==> src/rtl/comm_pkg.sv <==
// Shared encodings for the UART command responder: FSM states and the
// single-byte ASCII command / response alphabet spoken with the host.
package comm_pkg;

    typedef enum logic [2:0] {
        ST_IDLE       = 3'd0,
        ST_WAIT_DATA  = 3'd1,
        ST_WAIT_READY = 3'd2,
        ST_WAIT_DONE  = 3'd3
    } state_e;

    // Commands received from the host
    localparam logic [7:0] CMD_W = 8'h57;
    localparam logic [7:0] CMD_R = 8'h52;
    localparam logic [7:0] CMD_C = 8'h43;

    // Response bytes sent back to the host
    localparam logic [7:0] RSP_K = 8'h4B;
    localparam logic [7:0] RSP_Q = 8'h3F;
    localparam logic [7:0] RSP_T = 8'h54;

endpackage : comm_pkg

==> src/rtl/comm_byte_buf.sv <==
// One-entry holding buffer between uart_rx and the command parser.
// A new byte may replace the held one only when the parser takes the
// held byte in the same cycle; otherwise the new byte is lost and a
// one-cycle drop pulse is raised so the owner can latch an overrun flag.
module comm_byte_buf (
    input  logic       clk_i,
    input  logic       rst_i,
    input  logic       load_i,
    input  logic [7:0] data_i,
    input  logic       consume_i,
    output logic       full_o,
    output logic [7:0] data_o,
    output logic       drop_o
);

    logic       full_q;
    logic [7:0] data_q;
    logic       accept;

    assign accept = load_i && (!full_q || consume_i);
    assign drop_o = load_i && full_q && !consume_i;
    assign full_o = full_q;
    assign data_o = data_q;

    // Occupancy and held byte: a load refills, a bare consume empties.
    always_ff @(posedge clk_i or posedge rst_i) begin
        if (rst_i) begin
            full_q <= 1'b0;
            data_q <= 8'h00;
        end else if (accept) begin
            full_q <= 1'b1;
            data_q <= data_i;
        end else if (consume_i) begin
            full_q <= 1'b0;
        end
    end

endmodule : comm_byte_buf

==> src/rtl/comm_cmd_responder.sv <==
// Receive-side command responder. Takes bytes from uart_rx, decodes the
// single-letter host commands, drives the GP output register or samples
// the GP inputs, and answers every command with exactly one byte through
// the uart_tx start/active/done handshake.
module comm_cmd_responder
    import comm_pkg::*;
#(
    parameter int unsigned TIMEOUT_CLKS = 500000
) (
    input  logic       CLK_50,
    input  logic       RST,
    input  logic       rx_dv,
    input  logic [7:0] rx_byte,
    input  logic       tx_active,
    input  logic       tx_done,
    input  logic [7:0] gp_in,
    output logic       tx_dv,
    output logic [7:0] tx_byte,
    output logic [7:0] gp_out,
    output logic       overrun,
    output logic       busy
);

    localparam int TW = $clog2(TIMEOUT_CLKS) + 1;
    localparam logic [TW-1:0] TIMER_LAST = TW'(TIMEOUT_CLKS - 1);

    state_e        state_q;
    logic [TW-1:0] timer_q;
    logic          tx_dv_q;
    logic [7:0]    tx_byte_q;
    logic [7:0]    gp_out_q;
    logic          overrun_q;

    logic          pend_full;
    logic [7:0]    pend_data;
    logic          pend_drop;
    logic          consume_d;

    // The parser only looks at the pending byte while it can act on it;
    // during a response the byte stays queued.
    assign consume_d = pend_full && ((state_q == ST_IDLE) || (state_q == ST_WAIT_DATA));

    comm_byte_buf u_buf (
        .clk_i     (CLK_50),
        .rst_i     (RST),
        .load_i    (rx_dv),
        .data_i    (rx_byte),
        .consume_i (consume_d),
        .full_o    (pend_full),
        .data_o    (pend_data),
        .drop_o    (pend_drop)
    );

    assign tx_dv   = tx_dv_q;
    assign tx_byte = tx_byte_q;
    assign gp_out  = gp_out_q;
    assign overrun = overrun_q;
    assign busy    = (state_q != ST_IDLE) || pend_full;

    // Command FSM with data timeout; all outputs are registered here.
    always_ff @(posedge CLK_50 or posedge RST) begin
        if (RST) begin
            state_q   <= ST_IDLE;
            timer_q   <= '0;
            tx_dv_q   <= 1'b0;
            tx_byte_q <= 8'h00;
            gp_out_q  <= 8'h00;
            overrun_q <= 1'b0;
        end else begin
            tx_dv_q <= 1'b0;
            if (pend_drop) begin
                overrun_q <= 1'b1;
            end
            case (state_q)
                ST_IDLE: begin
                    if (pend_full) begin
                        state_q <= ST_WAIT_READY;
                        case (pend_data)
                            CMD_W: begin
                                state_q <= ST_WAIT_DATA;
                                timer_q <= '0;
                            end
                            CMD_R: tx_byte_q <= gp_in;
                            CMD_C: begin
                                overrun_q <= 1'b0;
                                tx_byte_q <= RSP_K;
                            end
                            default: tx_byte_q <= RSP_Q;
                        endcase
                    end
                end
                ST_WAIT_DATA: begin
                    if (pend_full) begin
                        gp_out_q  <= pend_data;
                        tx_byte_q <= RSP_K;
                        state_q   <= ST_WAIT_READY;
                    end else if (timer_q >= TIMER_LAST) begin
                        tx_byte_q <= RSP_T;
                        state_q   <= ST_WAIT_READY;
                    end else begin
                        timer_q <= timer_q + TW'(1);
                    end
                end
                ST_WAIT_READY: begin
                    if (!tx_active) begin
                        tx_dv_q <= 1'b1;
                        state_q <= ST_WAIT_DONE;
                    end
                end
                ST_WAIT_DONE: begin
                    if (tx_done) begin
                        state_q <= ST_IDLE;
                    end
                end
                default: state_q <= ST_IDLE;
            endcase
        end
    end

endmodule : comm_cmd_responder

==> config.mk <==
export PLATFORM = sky130hd
export DESIGN_NAME = comm_cmd_responder
export DESIGN_NICKNAME = d
export VERILOG_FILES = /design/src/rtl/comm_pkg.sv /design/src/rtl/comm_byte_buf.sv /design/src/rtl/comm_cmd_responder.sv
export SDC_FILE = /design/constraint.sdc
export NUM_CORES = 1
export LEC_CHECK = 0
export ABC_AREA = 0
export BUFFER_PORTS_ARGS = -buffer_cell sky130_fd_sc_hd__clkbuf_2
export CELL_PAD_IN_SITES_DETAIL_PLACEMENT = 1
export CELL_PAD_IN_SITES_GLOBAL_PLACEMENT = 2
export CORE_MARGIN = 2
export CORE_UTILIZATION = 34
export CTS_CLUSTER_DIAMETER = 60
export DETAILED_ROUTE_END_ITERATION = 6
export GPL_ROUTABILITY_DRIVEN = 0
export HOLD_SLACK_MARGIN = 0.05
export PLACE_DENSITY = 0.78
export REMOVE_ABC_BUFFERS = 1
export SYNTH_ARGS = -nofsm -noshare
export SYNTH_HDL_FRONTEND = slang
export SYNTH_SLANG_ARGS = --single-unit
==> constraint.sdc <==
create_clock -name CLK_50 -period 3.06 [get_ports CLK_50]
set_clock_uncertainty 0.05 [all_clocks]
set_input_delay 0.153 -clock CLK_50 [delete_from_list [all_inputs] [get_ports CLK_50]]
set_output_delay 0.153 -clock CLK_50 [all_outputs]
set_load 0.01 [all_outputs]
==> impl_summary.md <==
Status
The flow ran to the end, and the final reports show no timing, DRC or antenna violations.

Yosys
The count of yosys warnings during synthesis is 0. Synthesis inferred 49 register bits. The mapped netlist covers 2480 um2. The share of the Yosys chip area taken by registers is 0.494.

The proportion of synthesized flip-flops having asynchronous set or reset is 1.00. The average instance in the mapped netlist occupies 10.1 um2. Synthesis produced 245 cells. The most used flip-flop cell after synthesis is sky130_fd_sc_hd__dfrtp_1. The count of cell types in the netlist is 45. The synthesized design contains 0 enable-type register cells.

Clock network
The clock passes through at most 2 buffers. Counting the buffers created by CTS gives 5. The TritonCTS sink count is 49.

For this design, the CTS-stage hold fixing added 14 buffers. After clock tree synthesis, the clock-pin slew on the worst setup and hold paths is 100 ps. Clock tree synthesis selected as its root buffer the cell sky130_fd_sc_hd__clkbuf_8. The later pin in the worst-skew pair is clocked with a latency of 310 ps. After clock tree synthesis, the repair step resized 0 gates. The clock tree synthesis step divided the H-tree into 2 levels. The CTS tree is built. The buffers inserted during post-CTS setup optimization is 0.

Die
The total area inside the core boundary comes to 7180 um2. The height of the die is 89.4 um. The floorplan step set the die width to 89.4 um.

In this run the core area contains 31 standard-cell rows. The floorplan step defined a die boundary enclosing 8000 um2. The initial utilization of the core area, before any placement, comes to 0.346. In this run the count of I/O pins placed on the die edge is 40.

Timing
The number of slew-limit violations in the final report is 0. The hold violation total from the final report is 0. The final worst-path cycle share is 0.826. For the pin with the worst max-slew slack, the measured transition is 1030 ps. The setup total negative slack is 0 ps.

Measured against its own limit, the worst slew margin works out to 0.315. The final period demand of the worst path is 2530 ps. Setup violations remaining at the end of the flow were counted as 0.

Setup repair after global routing left no endpoint under its margin. The highest clock rate is 395 MHz.

Critical path
The endpoint of the worst-slack reg-to-reg timing path is timer_q[12]. The kind of capture point of the worst setup path is a flip-flop. The worst reg2reg path startpoint is state_q[1]. For the worst setup path, the data required time is 3240 ps. Of all nets on the critical path, the largest fanout is 11. The critical path goes through inv_1 > ha_1 > nor3b_1 > a31o_1 > o2111ai_1 > or3_1 > a21oi_1. The library cell contributing the largest single delay on the critical path is sky130_fd_sc_hd__or3_1. The peak per-stage delay on the critical path is 490 ps.

The reg2reg setup slack is 530 ps. The critical path is of the flip-flop to flip-flop type. The worst register-to-register path has a depth of 7. STA classifies the critical path startpoint as a flip-flop. The arrival time at the worst endpoint is 2710 ps.

Global route
The number of antenna violations at the first check in global routing was 0. Across every metal layer, demand over resource in global routing totals 0.162. Entering global routing, the biggest net connects 50 pins. The global-route wire length before repair is 9.89 mm. The number of global-route vias before repair was 2,015. The global-route congestion overflow total is 0.

Routing
The routed layout has 2,007 vias. The final routed wirelength across all metal layers is 5.94 mm. The count of unresolved DRC violations after routing is 0. In the routed layout, each cell is associated on average with a via count of 5.04.

The total iterations of the first detailed-routing run is 4. In this run, the number of DRC markers left after iteration 0 of detailed routing was 78. Dividing the detail-routed wire length by the instance count gives 14.9 um. In this run the remaining antenna-violating nets after routing total 0.

Worst hold path
The tightest min-delay check is of the input port to async pin type.

Pwr
The static leakage is 1.32 nW. The maximum VDD drop is 318 uV. Power spread over the standard cell area amounts to 738 nW/um2.

Flow run
The reported max-cap violation count is 0.

Placed design
Summed over all nets, the half-perimeter wirelength after detailed placement is 4.20 mm. The total of buffers placed on input and output ports is 39. Once placement finished, the instance area stood at 2770 um2.

Cells and area
The number of antenna diodes is 0. The final standard cell area without fillers is 3000 um2. The net count of the finished layout is 324. The area growth from synthesis to final layout is 21.0%.

The share of post-route cells with drive strength above 1 is 0.244.
## worst max path at each step
stage / from / endpoint / slack [ps] / cells after the start
after floorplan: state_q[1] / timer_q[17] / 800 / 7
after global placement: state_q[0] / timer_q[17] / 660 / 7
after detailed placement: state_q[0] / timer_q[10] / 550 / 7
after CTS: state_q[0] / timer_q[12] / 520 / 7
after global routing: state_q[1] / timer_q[17] / 300 / 7
final: state_q[1] / timer_q[12] / 530 / 7
## logic make-up (layout without fill, tap and decap cells)
logic type	count (synthesis)	count (layout)	share of synthesized area
AND/OR/NAND/NOR	88	88	0.201
AO/OA/AOI/OAI	65	65	0.164
flip-flops	49	49	0.494
buffers and inverters	20	74	0.0343
multiplexers	18	18	0.0812
adder cells (fa/ha/maj)	5	5	0.0252
## metrics by stage
stage	util	instances	hold WS, ps	power, mW	setup slack [ps]
2_1_floorplan	-	237	169	1.53	800
3_3_place_gp	0.386	376	274	1.79	657
3_5_place_dp	0.386	376	276	1.82	551
4_1_cts	0.418	398	58.4	2.25	519
5_1_grt	0.418	398	60.1	2.40	297
6_report	0.418	398	22.6	2.22	531
## cell usage after synthesis, types with 2 or more instances
library cell | number | share of area
sky130_fd_sc_hd__or2_2 | 4 | 0.010
sky130_fd_sc_hd__inv_1 | 12 | 0.018
sky130_fd_sc_hd__o211ai_1 | 4 | 0.012
sky130_fd_sc_hd__ha_1 | 5 | 0.025
sky130_fd_sc_hd__or4_1 | 5 | 0.015
sky130_fd_sc_hd__nor3_1 | 2 | 0.0040
sky130_fd_sc_hd__nand4_1 | 3 | 0.0076
sky130_fd_sc_hd__a22oi_1 | 2 | 0.0060
sky130_fd_sc_hd__a211oi_1 | 2 | 0.0060
sky130_fd_sc_hd__nor2b_1 | 2 | 0.0050
sky130_fd_sc_hd__nand2_1 | 19 | 0.029
sky130_fd_sc_hd__o21ai_0 | 16 | 0.032
sky130_fd_sc_hd__o2bb2ai_1 | 4 | 0.014
sky130_fd_sc_hd__buf_2 | 2 | 0.0040
sky130_fd_sc_hd__o31ai_1 | 4 | 0.012
sky130_fd_sc_hd__o21ai_1 | 3 | 0.0060
sky130_fd_sc_hd__nand2b_1 | 5 | 0.013
sky130_fd_sc_hd__dfrtp_1 | 49 | 0.49
sky130_fd_sc_hd__nor2_1 | 12 | 0.018
sky130_fd_sc_hd__a21o_1 | 3 | 0.0091
sky130_fd_sc_hd__mux2_2 | 16 | 0.073
sky130_fd_sc_hd__and3_1 | 5 | 0.013
sky130_fd_sc_hd__nand3_1 | 8 | 0.016
sky130_fd_sc_hd__nor3b_1 | 2 | 0.0060
sky130_fd_sc_hd__a21oi_1 | 21 | 0.042
sky130_fd_sc_hd__clkbuf_1 | 5 | 0.0076
sky130_fd_sc_hd__and4_1 | 2 | 0.0071
sky130_fd_sc_hd__or3_1 | 11 | 0.028
## registers in the layout (all words and copies together), names as in the netlist
name,cells
tx_dv,1
timer_q,20
overrun,1
state_q,2
u_buf.full_o,1
u_buf.data_o,8
gp_out,8
tx_byte,8
## area by class of cell
cell class	instances	area, um2
Sequential cell	49	1230
Multi-Input combinational cell	176	1170
Inverter	12	45.0
Timing Repair Buffer	54	343
Tap cell	99	124
Clock inverter	3	26.3
Fill cell	827	4170
Clock buffer	5	68.8
## placed cells by master (no fill, tap or decap), drive strengths merged, types with 3 or more instances in the layout
| cell type | synthesis | routed |
|---|---|---|
| nand2 | 19 | 19 |
| clkbuf | 5 | 44 |
| dfrtp | 49 | 49 |
| o21ai | 19 | 19 |
| mux2 | 17 | 17 |
| or3 | 11 | 11 |
| nand3 | 9 | 9 |
| or2 | 4 | 4 |
| a21o | 3 | 3 |
| inv | 12 | 13 |
| or4 | 5 | 5 |
| o2bb2ai | 4 | 4 |
| o211ai | 5 | 5 |
| ha | 5 | 5 |
| and3 | 5 | 5 |
| dlygate4sd3 | 0 | 14 |
| nand2b | 5 | 5 |
| nor2 | 12 | 12 |
| o31ai | 4 | 4 |
| a21oi | 21 | 21 |
| nand4 | 3 | 3 |
## critical path, delay by kind of cell, from the launching register on
| family | cells | cell delay [ps] |
|---|---|---|
| DFF | 1 | 430 |
| AOI/OAI and AO/OA | 3 | 730 |
| buffers and inverters | 1 | 110 |
| and+or+nand+nor | 2 | 810 |
| adders and majority gates | 1 | 310 |
## metal layers
layer	part of all wire	vias up	GRT usage
met5	0	-	0
met3	0.027	6	0.0305
met2	0.47	28	0.255
met1	0.49	976	0.226
li1	-	997	-
met4	0.013	0	0.0516
## power by group
part           switching (mW)  internal [mW]  total (mW)
Combinational           0.423          0.396       0.819
Clock                   0.240          0.167       0.407
Sequential              0.154          0.837       0.991
Total                   0.816           1.40        2.22
(Power assumes the default switching activity.)
